[config.mk]
export PLATFORM = sky130hd
export DESIGN_NAME = sseg_scan_ctrl
export DESIGN_NICKNAME = d
export VERILOG_FILES = /design/src/rtl/sseg_scan_ctrl.sv
export SDC_FILE = /design/constraint.sdc
export NUM_CORES = 1
export LEC_CHECK = 0
export BUFFER_PORTS_ARGS = -buffer_cell sky130_fd_sc_hd__buf_4
export CAP_MARGIN = 10
export CELL_PAD_IN_SITES_DETAIL_PLACEMENT = 0
export CELL_PAD_IN_SITES_GLOBAL_PLACEMENT = 1
export CORE_AREA = 10 10 101 94
export CTS_CLUSTER_DIAMETER = 40
export DETAILED_ROUTE_END_ITERATION = 16
export DIE_AREA = 0 0 111 104
export GPL_TIMING_DRIVEN = 0
export PLACE_DENSITY = 0.93
export SYNTH_ARGS = -nofsm -noshare
export SYNTH_HDL_FRONTEND = slang
export SYNTH_SLANG_ARGS = --single-unit
[constraint.sdc]
create_clock -name CLK -period 9.65 [get_ports CLK]
set_input_delay 1.4475 -clock CLK [delete_from_list [all_inputs] [get_ports CLK]]
set_output_delay 1.4475 -clock CLK [all_outputs]
set_load 0.01 [all_outputs]
[src/rtl/sseg_scan_ctrl.sv]
// sseg_scan_ctrl
// Time-multiplexed scan controller for the shared 8-digit seven-segment display.
// Each slot lasts REFRESH_DIV cycles and goes to the next enabled digit in
// round-robin order. The first BLANK_CYC cycles of every slot keep all anodes
// off so the previous digit's cathode pattern does not ghost onto the new one.
// The digit value and decimal point are latched at the slot boundary, so
// changes to DIGITS/DP_EN inside a slot wait until that digit's next slot.
//
// Optional feature, enabled with `define SSEG_BRIGHT_EN:
//   Adds the BRIGHT input. The anode is lit only for the first
//   ((BRIGHT+1)*(REFRESH_DIV-BLANK_CYC))/8 cycles after blanking.
//   BRIGHT is sampled at each slot boundary.
//
// Ports:
//   CLK         system clock, rising edge
//   RST         asynchronous active-high reset
//   BRIGHT      [2:0] brightness level, 7 = full (SSEG_BRIGHT_EN only)
//   DIGITS      [31:0] hex nibble per digit, digit i = DIGITS[4i+3:4i]
//   DP_EN       [7:0] decimal-point request per digit, 1 = lit
//   DIG_EN      [7:0] digit enable mask, 1 = participates in the scan
//   SSEG_CA     [7:0] cathodes, active-low, {~dp, ~gfedcba}
//   SSEG_AN     [7:0] anodes, active-low, at most one low
//   SCAN_IDX    [2:0] digit owning the current slot
//   FRAME_TICK  1-cycle pulse when the scan wraps around
module sseg_scan_ctrl #(
  parameter int unsigned REFRESH_DIV = 100000,
  parameter int unsigned BLANK_CYC   = 1000,
  parameter int unsigned NUM_DIGITS  = 8
) (
  input  logic        CLK,
  input  logic        RST,
`ifdef SSEG_BRIGHT_EN
  input  logic [2:0]  BRIGHT,
`endif
  input  logic [31:0] DIGITS,
  input  logic [7:0]  DP_EN,
  input  logic [7:0]  DIG_EN,
  output logic [7:0]  SSEG_CA,
  output logic [7:0]  SSEG_AN,
  output logic [2:0]  SCAN_IDX,
  output logic        FRAME_TICK
);

  localparam int unsigned CNT_W = (REFRESH_DIV > 1) ? $clog2(REFRESH_DIV) : 1;
  localparam logic [CNT_W-1:0] CNT_MAX   = CNT_W'(REFRESH_DIV - 1);
  localparam logic [CNT_W-1:0] BLANK_END = CNT_W'(BLANK_CYC);
  localparam logic [8:0] MASK9      = (9'd1 << NUM_DIGITS) - 9'd1;
  localparam logic [7:0] VALID_MASK = MASK9[7:0];

  logic [CNT_W-1:0] cnt_q, cnt_d;
  logic [2:0]       idx_q, idx_d;
  logic [3:0]       nib_q, nib_d;
  logic             dp_q, dp_d;
  logic [7:0]       an_q, an_d;
  logic [7:0]       ca_q, ca_d;
  logic             tick_q, tick_d;

  logic [7:0] en_mask;
  logic [2:0] next_idx;
  logic       any_en;
  logic       slot_end;
  logic       window_ok;

  // Segment patterns, gfedcba, active-high.
  function automatic logic [6:0] seg7(input logic [3:0] n);
    logic [6:0] s;
    case (n)
      4'h0:    s = 7'h3F;
      4'h1:    s = 7'h06;
      4'h2:    s = 7'h5B;
      4'h3:    s = 7'h4F;
      4'h4:    s = 7'h66;
      4'h5:    s = 7'h6D;
      4'h6:    s = 7'h7D;
      4'h7:    s = 7'h07;
      4'h8:    s = 7'h7F;
      4'h9:    s = 7'h67;
      4'hA:    s = 7'h77;
      4'hB:    s = 7'h7C;
      4'hC:    s = 7'h39;
      4'hD:    s = 7'h5E;
      4'hE:    s = 7'h79;
      default: s = 7'h71;
    endcase
    return s;
  endfunction

  // (base + k) mod NUM_DIGITS as a digit index.
  function automatic logic [2:0] wrap_idx(input logic [2:0] base, input int unsigned k);
    int unsigned s;
    s = 32'(base) + k;
    s = s % NUM_DIGITS;
    return s[2:0];
  endfunction

  assign en_mask  = DIG_EN & VALID_MASK;
  assign slot_end = (cnt_q == CNT_MAX);

  // Search idx+1 .. idx+NUM_DIGITS; the last candidate is idx itself, which
  // covers the single-enabled-digit case.
  always_comb begin
    next_idx = idx_q;
    any_en   = 1'b0;
    for (int unsigned k = 1; k <= NUM_DIGITS; k++) begin
      if (!any_en && en_mask[wrap_idx(idx_q, k)]) begin
        next_idx = wrap_idx(idx_q, k);
        any_en   = 1'b1;
      end
    end
  end

`ifdef SSEG_BRIGHT_EN
  localparam int unsigned LIM_W = $clog2(REFRESH_DIV + 1);
  localparam int unsigned WIN   = REFRESH_DIV - BLANK_CYC;

  logic [LIM_W-1:0] lim_q, lim_d;

  always_comb begin
    lim_d = lim_q;
    if (slot_end) begin
      lim_d = LIM_W'(BLANK_CYC + ((32'(BRIGHT) + 32'd1) * WIN) / 32'd8);
    end
  end

  assign window_ok = (LIM_W'(cnt_q) < lim_q);
`else
  assign window_ok = 1'b1;
`endif

  always_comb begin
    cnt_d  = slot_end ? '0 : cnt_q + 1'b1;
    idx_d  = idx_q;
    nib_d  = nib_q;
    dp_d   = dp_q;
    tick_d = 1'b0;
    if (slot_end) begin
      // With nothing enabled the index holds and no frame is reported.
      if (any_en) begin
        idx_d  = next_idx;
        tick_d = (next_idx <= idx_q);
      end
      nib_d = DIGITS[{next_idx, 2'b00} +: 4];
      dp_d  = DP_EN[next_idx];
    end

    // Enable is checked live so a disabled digit goes dark within a cycle.
    an_d = 8'hFF;
    if ((cnt_q >= BLANK_END) && en_mask[idx_q] && window_ok) begin
      an_d = ~(8'b1 << idx_q);
    end

    ca_d = {~dp_q, ~seg7(nib_q)};
  end

  always_ff @(posedge CLK or posedge RST) begin
    if (RST) begin
      cnt_q  <= '0;
      idx_q  <= '0;
      nib_q  <= '0;
      dp_q   <= 1'b0;
      an_q   <= 8'hFF;
      ca_q   <= 8'hFF;
      tick_q <= 1'b0;
    end else begin
      cnt_q  <= cnt_d;
      idx_q  <= idx_d;
      nib_q  <= nib_d;
      dp_q   <= dp_d;
      an_q   <= an_d;
      ca_q   <= ca_d;
      tick_q <= tick_d;
    end
  end

`ifdef SSEG_BRIGHT_EN
  always_ff @(posedge CLK or posedge RST) begin
    if (RST) begin
      lim_q <= LIM_W'(REFRESH_DIV);
    end else begin
      lim_q <= lim_d;
    end
  end
`endif

  assign SSEG_AN    = an_q;
  assign SSEG_CA    = ca_q;
  assign SCAN_IDX   = idx_q;
  assign FRAME_TICK = tick_q;

endmodule

=== Word-level counts from Yosys, hierarchy flattened ===
Memories as Yosys holds them, arrays and structs flattened.
Index checks and enable logic that the tools add are counted.
W data, S select, Z words.

* Register bits: 42
* Bits in read-only memories: 112
* Input bits: 50
* Output and inout bits: 20
* Logic and storage cells: 91
* Memories kept: 1

{| class="wikitable"
|+ Memory list
! name !! words !! bits a word !! read ports !! clocked after Yosys merged registers in !! write ports !! RTL line !! source
|-
| (no name shown) || 16 || 7 || 1 || 0 || 0 || 67 || <nowiki>case (n)</nowiki>
|}

* Add/sub/neg operators: 9
* Order comparisons: 12
* Eq/ne operators: 1
* Shifts and indexed selects: 2
* Multiplexer cells: 40
* Bitwise gates (word level): 3
* Reduce and logical (&&, ||, !) cells: 16

{| class="wikitable"
|+ Operator list
! operator !! count
|-
| $lt A3 B4 Y1 const B || 10
|-
| $shiftx A32 B6 Y4 || 1
|-
| $bmux W1 S3 || 10
|-
| $mux W3 || 8
|-
| $mux W1 || 20
|-
| $add A17 B1 Y17 const B || 1
|-
| $eq A17 B17 Y1 const B || 1
|-
| $ge A17 B10 Y1 const B || 1
|-
| $mux W17 || 1
|-
| $add A3 B3 Y3 const B || 4
|-
| $logic_and A1 B1 Y1 || 8
|-
| $mux W8 || 1
|-
| $not A8 Y8 || 1
|-
| $shl A1 B3 Y8 const A || 1
|-
| $logic_not A1 Y1 || 7
|-
| $not A7 Y7 || 1
|-
| $add A3 B1 Y3 const B || 2
|-
| $add A3 B2 Y3 const B || 2
|-
| $le A3 B3 Y1 || 1
|-
| $reduce_and A2 Y1 || 1
|-
| $not A1 Y1 || 1
|}

=== Longest topological paths before layout ===
Gate-level depths: netlist of the first run.

* Word-level depth: 28
* Mapped depth: 19

=== Worst setup path after synthesis of the first run ===
No wires, ideal clock.

* Path type: input to register
* From: in DIG_EN[5]
* To: reg tick_q (netlist: FRAME_TICK)
* Library setup time: 105 ps
* Arrival time: 4,211 ps
* Required time: 9,545 ps
* Path slack: 5,333 ps
* Stages on the path: 12
* Buffers on the path: 1
* Cell sequence: mux4_2 > mux2_2 > or2_1 > a221o_1 > a221o_2 > nand2_8 > buf_12 > ha_1 > a21o_1 > a21oi_1 > a31oi_1 > nor4b_1

* Cells in the longest elaborated chain, start to end: 27
* Elaborated cells between the ends (all ways): 49

{| class="wikitable"
|+ RTL lines
! element !! RTL line !! source
|-
| start, declared || 37 || <nowiki>input logic [7:0] DIG_EN,</nowiki>
|-
| $bmux W1 S3 || 105 || <nowiki>if (!any_en && en_mask[wrap_idx(idx_q, k)]) begin</nowiki>
|-
| $mux W1 (implied by the code) || 105 ||
|-
| $mux W1 || 105 ||
|-
| $logic_not A1 Y1 || 105 ||
|-
| $logic_and A1 B1 Y1 || 105 ||
|-
| $mux W1 || 105 ||
|-
| $logic_not A1 Y1 || 105 ||
|-
| $logic_and A1 B1 Y1 || 105 ||
|-
| [13 not listed] || - ||
|-
| $logic_not A1 Y1 || 105 ||
|-
| $logic_and A1 B1 Y1 || 105 ||
|-
| $mux W3 * || 105 ||
|-
| named net next_idx[1] || 59 || <nowiki>logic [2:0] next_idx;</nowiki>
|-
| $le A3 B3 Y1 * || 140 || <nowiki>tick_d = (next_idx <= idx_q);</nowiki>
|-
| $mux W1 * || 138 || <nowiki>if (any_en) begin</nowiki>
|-
| $mux W1 * || 136 || <nowiki>if (slot_end) begin</nowiki>
|-
| named net tick_d || 56 || <nowiki>logic tick_q, tick_d;</nowiki>
|-
| end signal, assigned || 171 || <nowiki>tick_q <= tick_d;</nowiki>
|-
| end, declared || 56 ||
|}

The timed path passes the listed nets; every way through them passes the cells marked *. The select of a mux whose other input is x is not followed.
A chain may end at the register's enable or synchronous reset.

=== Worst setup path after layout of the first run ===
* From: reg idx_q[0] (netlist: SCAN_IDX[0])
* To: reg tick_q (netlist: FRAME_TICK)

* Cells in the longest elaborated chain, start to end: 28
* Elaborated cells between the ends (all ways): 57

{| class="wikitable"
|+ RTL lines
! element !! RTL line !! source
|-
| start, declared || 51 || <nowiki>logic [2:0] idx_q, idx_d;</nowiki>
|-
| start signal, assigned || 166 || <nowiki>idx_q <= idx_d;</nowiki>
|-
| $add A3 B1 Y3 || 91 || <nowiki>s = 32'(base) + k;</nowiki>
|-
| $bmux W1 S3 || 105 ||
|-
| $mux W1 (implied by the code) || 105 ||
|-
| $mux W1 || 105 ||
|-
| $logic_not A1 Y1 || 105 ||
|-
| $logic_and A1 B1 Y1 || 105 ||
|-
| $mux W1 || 105 ||
|-
| $logic_not A1 Y1 || 105 ||
|-
| [13 not listed] || - ||
|-
| $mux W1 || 105 ||
|-
| $logic_not A1 Y1 || 105 ||
|-
| $logic_and A1 B1 Y1 || 105 ||
|-
| $mux W3 || 105 ||
|-
| $le A3 B3 Y1 || 140 ||
|-
| $mux W1 * || 138 ||
|-
| $mux W1 * || 136 ||
|-
| named net tick_d || 56 ||
|}

Marked as above.

==> out/metrics.cfg, run 1 <==
[layout]
final_common_cell = buf_4
fin_area_um2 = 4060
final_cell_mix = 70 x buf_4, 34 x nand2_1, 30 x nand3_1
final_layout_size_suffix_gt1_frac = 0.342
fin_nets = 489
diodes = 0
instances_no_fill = 517
final_core_util = 0.550
n_fill_cell = 684
area_delta_synth_final_pct = 22.0

[sta]
fin_crit_sh = 0.518
fin_worst_skew_ps = 4.73
rsz0062_at_grt = false
period_needed_ps = 5000
whs_ps = 394
hold_violations = 0
max_slew_margin = 0.441
finalSetupViolations = 0
worstMarginPinSlew_ps = 837
slew_violations = 0
max_clock_freq_mhz = 200
fin_setup_tns_ps = 0
worst_slack_ps = 4650

[pwr]
comb_power_share = 0.189
power_frac_clock = 0.324
switching_share = 0.257
p_int_mw = 0.269
power.leakage_nw = 1.80
power.density_nw_per_um2 = 89.0
pwr-share-seq = 0.487
power.total_mw = 0.362
netSwitchingPower_mw = 0.0931
peakVddDrop_mv = 0.0540

[global_route]
grt_use_total = 0.147
grt_start_max_net_pins = 43
grt_pass1_wl_um = 14800
grt_pass1_vias = 2970
antenna_found_initial = 0
overflow = 0

[critical_path]
crit_required_ps = 9810
crit_type = reg2reg
max_stage_delay_ps = 480
critical_path_depth = 19
worstRegToRegCells = 19
worstSetupStartpointType = register
crit_top_cell = buf_2
path_max_fanout = 10
path_cells = buf_6 > buf_2 > inv_2 > ha_1 > buf_2 > mux4_2 > mux2i_1 > o21ai_0 > a2111o_1 > and3_1 > buf_2 > inv_1 > buf_2 > ha_1 > inv_1 > a21o_1 > a21oi_1 > a31oi_1 > nor4b_1
critPathTopFamily = buffers and inverters
critPathSlowestCell = dfrtp_1
crit_path_start = SCAN_IDX[0]$_DFFE_PP0P_
r2r_slack_ps = 4650
r2r-start = SCAN_IDX[0]$_DFFE_PP0P_
cp-end-kind = register
crit_arrival_ps = 5160
r2r_end = FRAME_TICK$_DFF_PP0_
cp.buffers_inverters = 8

[run]
drv_cap = 0

[die]
io_pins = 70
initial_core_util = 0.450
core_um2 = 7390
placementRows = 30
die_h_um = 104
die_w_um = 111
die_area_um2 = 11500

[clock_network]
hold_buffers = 0
post_cts_buffers = 0
clk_pin_slew_ps = 80
cts_root_buf = clkbuf_8
max-clock-path-buffers = 2
cts_resized = 0
clock_sinks = 42
cts_tree = built
clk-insertion-delay-late_ps = 290
htreeDepth = 2
numCtsBuffers = 5

[hold_path]
min_path_type = reg2reg
hold_path_startpoint = dp_q$_DFFE_PP0N_
min_to = SSEG_CA[7]$_DFF_PP1_
min_path_cells = 1

[routing]
ant_nets = 0
totalWireLength_um = 8620
drt_iter0_drc = 148
drt_pass1_iterations = 4
drcViolationCount = 0
vias_per_cell = 5.68
detail_route.wl_per_cell_um = 16.7
dr_total_vias = 2939

[yosys]
netlist_instances = 344
synth-seq-area-share = 0.322
ys_seq_elements = 42
synth_area_um2 = 3330
synth_nets = 413
ys_async_sr_fraction = 1.00
synth-edff-count = 0
avgSynthCellArea_um2 = 9.68
synth-main-ff-cell = dfrtp_1
ys_warn_count = 0
synth_cell_types = 59

[place]
port_buffers = 69
hpwl_um = 6820
placed_cells = 509
place_area_um2 = 3970
gp_congestion = 0.917
preCtsSetupSlack_ps = 4700

[run_status]
status = finished clean

[final cells by class]
type                       count  area [µm²]  share of cell area
buffer                        19         114              0.0280
clock inverter                 2        12.5             0.00308
clock buffer                   6        82.6              0.0203
sequential                    42        1070               0.264
tap                           96         120              0.0296
inverter                      14        52.6              0.0129
timing repair buffer          69         518               0.127
multi-input combinational    269        2090               0.515
[worst reg2reg max path, delay by kind of cell, from the launching register on]
family / cells / cell delay, ps
buf+inv: 8 / 1380
compound gates: 5 / 1080
mux: 2 / 740
fa+ha+maj: 2 / 620
simple gates: 2 / 570
flops: 1 / 480
[state kept, by name, indices dropped and copies added (netlist names)]
name        cells
FRAME_TICK      1
SCAN_IDX        3
SSEG_AN         8
SSEG_CA         8
cnt_q          17
dp_q            1
nib_q           4
[power by group through the flow]
stage / sequential [mW] / clock (mW) / combinational (mW)
CTS: 0.176 / 0.120 / 0.0682
detailed placement: 0.179 / 0 / 0.0680
finish: 0.176 / 0.117 / 0.0685
global placement: 0.179 / 0 / 0.0665
floorplan: 0.179 / 0 / 0.0409
global route: 0.176 / 0.127 / 0.0748
[logic make-up (layout without fill, tap and decap cells)]
family / count (synthesis) / after routing / synth area share
multiplexers: 38 / 38 / 0.175
AND/OR/NAND/NOR: 117 / 117 / 0.172
adder cells (fa/ha/maj): 19 / 19 / 0.0714
flip-flops: 42 / 42 / 0.322
buffers and inverters: 33 / 110 / 0.0500
AO/OA/AOI/OAI: 81 / 81 / 0.173
XOR/XNOR: 14 / 14 / 0.0368
[metal layers]
metal  track usage  vias up  wire [µm]  share of wire
met5             0        -          0              0
met4        0.0409        0        104          0.012
met3        0.0242        7        394          0.046
met2         0.252       76       4340           0.50
met1         0.185     1426       3780           0.44
li1              -     1430          -              -
[worst max path at each step]
stage | slack (ps) | end
2_1_floorplan | 5330 | FRAME_TICK$_DFF_PP0_
3_3_place_gp | 4740 | FRAME_TICK$_DFF_PP0_
3_5_place_dp | 4700 | FRAME_TICK$_DFF_PP0_
4_1_cts | 4650 | FRAME_TICK$_DFF_PP0_
5_1_grt | 4190 | FRAME_TICK$_DFF_PP0_
6_report | 4650 | FRAME_TICK$_DFF_PP0_
[cells in the mapped netlist, types with 6 or more instances]
master,instances,area [µm²]
mux2_2,10,113
a21oi_1,13,65.1
nor2_1,26,97.6
dfrtp_1,26,651
ha_1,19,238
xnor2_1,6,52.6
inv_1,13,48.8
buf_2,6,30.0
dfstp_2,16,420
mux2i_1,11,110
xor2_1,8,70.1
nand2_1,34,128
clkbuf_1,9,33.8
nand3_1,30,150
o21ai_0,22,110
and3_1,6,37.5
a2111o_1,6,67.6
mux4_2,14,315
Power figures use the tool's default switching activity.
==> inputs of run 2 (changes only) <==
--- a/config.mk
+++ b/config.mk
@@ -9,12 +9,12 @@
 export CAP_MARGIN = 10
 export CELL_PAD_IN_SITES_DETAIL_PLACEMENT = 0
 export CELL_PAD_IN_SITES_GLOBAL_PLACEMENT = 1
-export CORE_AREA = 10 10 101 94
+export CORE_AREA = 10 10 110 102
 export CTS_CLUSTER_DIAMETER = 40
 export DETAILED_ROUTE_END_ITERATION = 16
-export DIE_AREA = 0 0 111 104
+export DIE_AREA = 0 0 120 112
 export GPL_TIMING_DRIVEN = 0
-export PLACE_DENSITY = 0.93
+export PLACE_DENSITY = 0.83
 export SYNTH_ARGS = -nofsm -noshare
 export SYNTH_HDL_FRONTEND = slang
 export SYNTH_SLANG_ARGS = --single-unit
==> constraint.sdc (replaced) <==
create_clock -name CLK -period 4.1 [get_ports CLK]
set_input_delay 0.615 -clock CLK [delete_from_list [all_inputs] [get_ports CLK]]
set_output_delay 0.615 -clock CLK [all_outputs]
set_load 0.01 [all_outputs]
==> run 2 against run 1 <==
Against the previous run: fmax increased by 26%; die area rose by 16%; sequential share of layout area shrank 1.7 points; via count is 1.6% higher; critical path depth increased by 1; global-route usage shrank 1.5 points; sequential power rose by 140%; first-iteration DRC count shrank 20%; total power rose to 2.5 times the previous value; hold slack better by 15 ps; combinational power grew to 2.5 times the previous value; setup slack worse by 4500 ps; largest cell class unchanged.
==> out/metrics.cfg, run 2 (synthesis gave the netlist of run 1 again) <==
[global_route]
grt_use_total = 0.132  ; was 0.147
grt_pass1_vias = 2993  ; was 2970
grt_start_max_net_pins = 43  ; unchanged
antenna_found_initial = 0  ; unchanged
grt_pass1_wl_um = 15100  ; was 14800 µm
overflow = 0  ; unchanged

[sta]
fin_worst_skew_ps = 3.88  ; was 4.73 ps
period_needed_ps = 3970  ; was 5000 ps
finalSetupViolations = 0  ; unchanged
max_clock_freq_mhz = 252  ; was 200 MHz
fin_crit_sh = 0.967  ; was 0.518
worst_slack_ps = 133  ; was 4650 ps
max_slew_margin = 0.429  ; was 0.441
hold_violations = 0  ; unchanged
worstMarginPinSlew_ps = 855  ; was 837 ps
slew_violations = 0  ; unchanged
fin_setup_tns_ps = 0  ; unchanged
rsz0062_at_grt = false  ; unchanged

[pwr]
peakVddDrop_mv = 0.140  ; was 0.0540 mV
power.total_mw = 0.909  ; was 0.362 mW
power.density_nw_per_um2 = 208  ; was 89.0 nW/µm²
power.leakage_nw = 1.90  ; was 1.80 nW

[layout]
fin_area_um2 = 4360  ; was 4060 µm²
n_fill_cell = 844  ; was 684
top_register = cnt_q  ; unchanged
fin_nets = 503  ; was 489
final_common_cell = buf_4  ; unchanged
final_layout_size_suffix_gt1_frac = 0.400  ; was 0.342
largest_reg_flops = 17  ; unchanged
diodes = 0  ; unchanged
final_cell_mix = 88 x buf_4, 34 x nand2_1, 30 x nand3_1  ; was 70 x buf_4, 34 x nand2_1, 30 x nand3_1
final_core_util = 0.487  ; was 0.550
area_delta_synth_final_pct = 30.9  ; was 22.0%

[die]
initial_core_util = 0.372  ; was 0.450
core_um2 = 8960  ; was 7390 µm²
io_pins = 70  ; unchanged
die_w_um = 120  ; was 111 µm
placementRows = 33  ; was 30
die_area_um2 = 13400  ; was 11500 µm²
die_h_um = 112  ; was 104 µm

[run]
drv_cap = 0  ; unchanged

[clock_network]
max-clock-path-buffers = 2  ; unchanged
cts_tree = built  ; unchanged
clock_sinks = 42  ; unchanged
clk_pin_slew_ps = 80  ; about the same
numCtsBuffers = 5  ; unchanged
hold_buffers = 0  ; unchanged
clk-insertion-delay-late_ps = 290  ; about the same
htreeDepth = 2  ; unchanged
cts_root_buf = clkbuf_8  ; unchanged

[place]
port_buffers = 69  ; unchanged
preCtsSetupSlack_ps = -838  ; was 4700 ps
place_area_um2 = 4020  ; was 3970 µm²
gp_congestion = 0.914  ; was 0.917
hpwl_um = 6860  ; was 6820 µm

[critical_path]
cp-end-kind = register  ; unchanged
critPathTopFamily = buffers and inverters  ; unchanged
crit_type = reg2reg  ; unchanged
worstSetupStartpointType = register  ; unchanged
crit_arrival_ps = 4140  ; was 5160 ps
critPathSlowestCell = dfrtp_2  ; was dfrtp_1
crit_required_ps = 4270  ; was 9810 ps
cp.buffers_inverters = 9  ; was 8
r2r-start = SCAN_IDX[0]$_DFFE_PP0P_  ; unchanged
crit_path_start = SCAN_IDX[0]$_DFFE_PP0P_  ; unchanged
max_stage_delay_ps = 430  ; was 480 ps
path_max_fanout = 10  ; unchanged
crit_top_cell = buf_6  ; was buf_2
path_cells = buf_6 > buf_12 > inv_8 > ha_4 > buf_6 > mux4_2 > buf_4 > nand2_1 > a32o_2 > a2111o_1 > and3_1 > buf_4 > inv_1 > buf_6 > ha_1 > inv_1 > a21o_1 > a21oi_1 > a31oi_1 > nor4b_2  ; was buf_6 > buf_2 > inv_2 > ha_1 > buf_2 > mux4_2 > mux2i_1 > o21ai_0 > a2111o_1 > and3_1 > buf_2 > inv_1 > buf_2 > ha_1 > inv_1 > a21o_1 > a21oi_1 > a31oi_1 > nor4b_1

[routing]
drcViolationCount = 0  ; unchanged
totalWireLength_um = 9180  ; was 8620 µm
vias_per_cell = 5.36  ; was 5.68
detail_route.wl_per_cell_um = 16.5  ; was 16.7 µm
ant_nets = 0  ; unchanged
drt_iter0_drc = 118  ; was 148
drt_pass1_iterations = 4  ; unchanged
dr_total_vias = 2987  ; was 2939

[hold_path]
hold_path_startpoint = dp_q$_DFFE_PP0N_  ; unchanged
min_path_type = reg2reg  ; unchanged

[run_status]
status = finished clean  ; unchanged

## run 2: layer usage
layer	routed length (µm)	GRT usage
met5	0	0
met4	93	0.0370
met3	337	0.0162
met2	4870	0.232
met1	3880	0.166
## run 2: path summary, 6_finish.rpt
kind                                           endpoint  slack [ps]  depth (start not counted)
worst min register to register     SSEG_CA[7]$_DFF_PP1_         410                          1
worst min-delay path               SSEG_CA[7]$_DFF_PP1_         410                          1
worst max register to register     FRAME_TICK$_DFF_PP0_         130                         20
min in group asynchronous            cnt_q[5]$_DFF_PP0_         500                          2
max in group asynchronous       SCAN_IDX[2]$_DFFE_PP0P_        3010                          2
worst max-delay path               FRAME_TICK$_DFF_PP0_         130                         20
## run 2: layout make-up
| type | count | area, µm² | area share |
|---|---|---|---|
| inverter | 14 | 63.8 | 0.0146 |
| multi-input combinational | 269 | 2200 | 0.504 |
| clock buffer | 6 | 72.6 | 0.0166 |
| timing repair buffer | 86 | 646 | 0.148 |
| clock inverter | 2 | 37.5 | 0.00861 |
| tap | 122 | 153 | 0.0350 |
| sequential | 42 | 1070 | 0.246 |
| buffer | 16 | 116 | 0.0267 |
## run 2: worst reg2reg max path, cell delays in order, from the launching register on
cell      delay (ps)
dfrtp_2          430
buf_6            130
buf_12           140
inv_8             80
ha_4             230
buf_6            150
mux4_2           300
buf_4            140
nand2_1           70
a32o_2           290
a2111o_1         360
and3_1           170
buf_4            180
inv_1             90
buf_6            140
ha_1             150
inv_1             40
a21o_1           170
a21oi_1          140
a31oi_1           70
nor4b_2          380
## run 2: stage by stage
step / hold WS, ps / instances
floorplan: 360 / 344
global placement: 389 / 535
detailed placement: 404 / 535
CTS: 415 / 550
global route: 434 / 557
finish: 408 / 557
## run 2: report_power, final
group	total (mW)	internal [mW]	leakage, nW	switching (mW)
registers	0.415	0.415	0.483	0
logic	0.174	0.0897	1.37	0.0838
clock network	0.320	0.182	0.0514	0.139
total	0.909	0.686	1.90	0.223
## run 2: timing repair
item / CTS / global route
buffers inserted: 9 / 8
cloned: 0 / 0
pin swaps: 3 / 5
resized for setup: 20 / 15
setup endpoints to repair: 6 / 1
==> inputs of run 3 (changes only) <==
--- a/config.mk
+++ b/config.mk
@@ -9,12 +9,12 @@
 export CAP_MARGIN = 10
 export CELL_PAD_IN_SITES_DETAIL_PLACEMENT = 0
 export CELL_PAD_IN_SITES_GLOBAL_PLACEMENT = 1
-export CORE_AREA = 10 10 110 102
+export CORE_AREA = 10 10 133 123
 export CTS_CLUSTER_DIAMETER = 40
 export DETAILED_ROUTE_END_ITERATION = 16
-export DIE_AREA = 0 0 120 112
+export DIE_AREA = 0 0 143 133
 export GPL_TIMING_DRIVEN = 0
-export PLACE_DENSITY = 0.83
+export PLACE_DENSITY = 0.61
 export SYNTH_ARGS = -nofsm -noshare
 export SYNTH_HDL_FRONTEND = slang
 export SYNTH_SLANG_ARGS = --single-unit
==> run 3 against run 2 <==
Against the previous run: clock power is 42% higher; via count is 3.3% higher; global-route usage is 3.0 points lower; total power is 15% higher; routed wire length is 10% higher; non-clock buffer count is 9 higher; final area is 4.1% higher; die area is 42% higher; highest routed layer unchanged.
==> out/metrics.cfg, run 3 (synthesis gave the netlist of run 1 again) <==
[run_status]
status = finished clean  ; unchanged

[routing]
drt_iter0_drc = 175  ; was 118
drcViolationCount = 0  ; unchanged
ant_nets = 0  ; unchanged
detail_route.wl_per_cell_um = 16.4  ; was 16.5 µm
totalWireLength_um = 10100  ; was 9180 µm
vias_per_cell = 5.01  ; was 5.36
dr_total_vias = 3087  ; was 2987
drt_pass1_iterations = 4  ; unchanged

[global_route]
antenna_found_initial = 0  ; unchanged
overflow = 0  ; unchanged
grt_use_total = 0.102  ; was 0.132
grt_start_max_net_pins = 43  ; unchanged
grt_pass1_vias = 3117  ; was 2993
grt_pass1_wl_um = 16100  ; was 15100 µm

[pwr]
peakVddDrop_mv = 0.211  ; was 0.140 mV
netSwitchingPower_mw = 0.252  ; was 0.223 mW
power_frac_clock = 0.436  ; was 0.353
switching_share = 0.242  ; was 0.245
p_int_mw = 0.791  ; was 0.686 mW
power.leakage_nw = 1.96  ; was 1.90 nW
comb_power_share = 0.166  ; was 0.191
power.density_nw_per_um2 = 230  ; was 208 nW/µm²
pwr-share-seq = 0.398  ; was 0.456

[sta]
max_slew_margin = 0.411  ; was 0.429
hold_violations = 0  ; unchanged
finalSetupViolations = 0  ; unchanged
slew_violations = 0  ; unchanged
worstMarginPinSlew_ps = 882  ; was 855 ps
period_needed_ps = 3960  ; was 3970 ps
fin_setup_tns_ps = 0  ; unchanged
max_clock_freq_mhz = 253  ; was 252 MHz
fin_crit_sh = 0.965  ; was 0.967
fin_worst_skew_ps = 5.35  ; was 3.88 ps

[critical_path]
path_max_fanout = 11  ; was 10
worstSetupStartpointType = register  ; unchanged
crit_type = reg2reg  ; unchanged
crit_required_ps = 4270  ; about the same
crit_path_end = FRAME_TICK$_DFF_PP0_  ; unchanged
worstRegToRegCells = 15  ; was 20
cp-end-kind = register  ; unchanged
crit_arrival_ps = 4130  ; was 4140 ps
crit_path_start = SCAN_IDX[1]$_DFFE_PP0P_  ; was SCAN_IDX[0]$_DFFE_PP0P_
r2r-start = SCAN_IDX[1]$_DFFE_PP0P_  ; was SCAN_IDX[0]$_DFFE_PP0P_
critPathSlowestCell = mux4_2  ; was dfrtp_2
r2r_end = FRAME_TICK$_DFF_PP0_  ; unchanged
r2r_slack_ps = 140  ; was 130 ps
max_stage_delay_ps = 520  ; was 430 ps
path_cells = buf_6 > buf_8 > clkinvlp_4 > ha_4 > mux4_2 > mux2_4 > or2_4 > a221o_1 > a221o_2 > nand2_8 > ha_1 > a21o_1 > a21oi_2 > a31oi_1 > nor4b_2  ; was buf_6 > buf_12 > inv_8 > ha_4 > buf_6 > mux4_2 > buf_4 > nand2_1 > a32o_2 > a2111o_1 > and3_1 > buf_4 > inv_1 > buf_6 > ha_1 > inv_1 > a21o_1 > a21oi_1 > a31oi_1 > nor4b_2

[clock_network]
htreeDepth = 2  ; unchanged
clk-insertion-delay-late_ps = 290  ; about the same
cts_tree = built  ; unchanged
cts_root_buf = clkbuf_16  ; was clkbuf_8
hold_buffers = 0  ; unchanged
clk_pin_slew_ps = 60  ; was 80 ps
max-clock-path-buffers = 2  ; unchanged
numCtsBuffers = 5  ; unchanged
clock_sinks = 42  ; unchanged

[die]
die_h_um = 133  ; was 112 µm
die_w_um = 143  ; was 120 µm
die_area_um2 = 19000  ; was 13400 µm²
io_pins = 70  ; unchanged
initial_core_util = 0.243  ; was 0.372
core_um2 = 13700  ; was 8960 µm²
placementRows = 41  ; was 33

[layout]
final_cell_mix = 96 x buf_4, 34 x nand2_1, 30 x nand3_1  ; was 88 x buf_4, 34 x nand2_1, 30 x nand3_1
top_register = cnt_q  ; unchanged
largest_reg_flops = 17  ; unchanged
final_layout_size_suffix_gt1_frac = 0.421  ; was 0.400
fin_nets = 512  ; was 503
final_core_util = 0.332  ; was 0.487
instances_no_fill = 616  ; was 557
fin_area_um2 = 4540  ; was 4360 µm²
area_delta_synth_final_pct = 36.3  ; was 30.9%
diodes = 0  ; unchanged
multiInputGateArea_um2 = 2180  ; was 2200 µm²
register_area_um2 = 1070  ; unchanged
n_fill_cell = 1411  ; was 844
final_common_cell = buf_4  ; unchanged

[place]
gp_congestion = 0.848  ; was 0.914
hpwl_um = 7570  ; was 6860 µm
placed_cells = 585  ; was 535
place_area_um2 = 4080  ; was 4020 µm²
port_buffers = 69  ; unchanged

[run]
drv_cap = 0  ; unchanged

[hold_path]
min_path_type = reg2reg  ; unchanged

## run 3: changes by cell type in the layout (fill, tap and decap cells not counted), moves of 3 or more
cell       before  now
buf_4          88   96
buf_8           0    3
clkbuf_16       0    5
clkbuf_8        5    0
## run 3: how the worst min path moves through the flow
stage	from	end	slack, ps	depth (start not counted)
final	dp_q$_DFFE_PP0N_	SSEG_CA[7]$_DFF_PP1_	390	1
after global routing	dp_q$_DFFE_PP0N_	SSEG_CA[7]$_DFF_PP1_	410	1
after CTS	dp_q$_DFFE_PP0N_	SSEG_CA[7]$_DFF_PP1_	390	1
after detailed placement	dp_q$_DFFE_PP0N_	SSEG_CA[7]$_DFF_PP1_	370	1
after global placement	dp_q$_DFFE_PP0N_	SSEG_CA[7]$_DFF_PP1_	370	1
after floorplan	dp_q$_DFFE_PP0N_	SSEG_CA[7]$_DFF_PP1_	360	1
## run 3: timing repair
action / 4_1_cts / 5_1_grt
endpoints found under the hold margin: 0 / 0
setup buffers: 11 / 14
resized for setup: 19 / 18
setup endpoints to repair: 6 / 4
pin swaps: 3 / 5
## run 3: layer usage
metal	vias up	track usage	wire length (µm)
li1	1487	-	-
met3	15	0.0150	439
met5	-	0	0
met2	86	0.177	5140
met1	1499	0.127	4350
met4	0	0.0321	210
## run 3: metrics by stage
stage | setup slack [ps] | total power, mW | hold WS (ps)
5_1_grt | -19.8 | 1.09 | 406
3_3_place_gp | -972 | 0.584 | 370
6_report | 143 | 1.04 | 387
4_1_cts | 7.58 | 1.06 | 387
3_5_place_dp | -850 | 0.585 | 372
2_1_floorplan | 42.9 | 0.518 | 360
## run 3: layout make-up
type                       instances  area share
timing repair buffer              94       0.155
clock inverter                     3     0.00992
clock buffer                       5      0.0276
sequential                        42       0.236
multi-input combinational        269       0.481
tap                              172      0.0474
buffer                            17      0.0287
inverter                          14      0.0135
## run 3: power groups by stage
stage | Clock, mW | Sequential [mW] | Combinational [mW]
2_1_floorplan | 0 | 0.422 | 0.0962
3_3_place_gp | 0 | 0.422 | 0.162
3_5_place_dp | 0 | 0.422 | 0.163
4_1_cts | 0.470 | 0.415 | 0.171
5_1_grt | 0.489 | 0.415 | 0.189
6_report | 0.455 | 0.415 | 0.173
## run 3: critical path: cells and delay by family (launching register included)
kind | cells | cell delay [ps]
AOI/OAI and AO/OA | 5 | 1050
muxes | 2 | 820
and+or+nand+nor | 3 | 700
adders and majority gates | 2 | 580
DFF | 1 | 380
buffers and inverters | 3 | 310
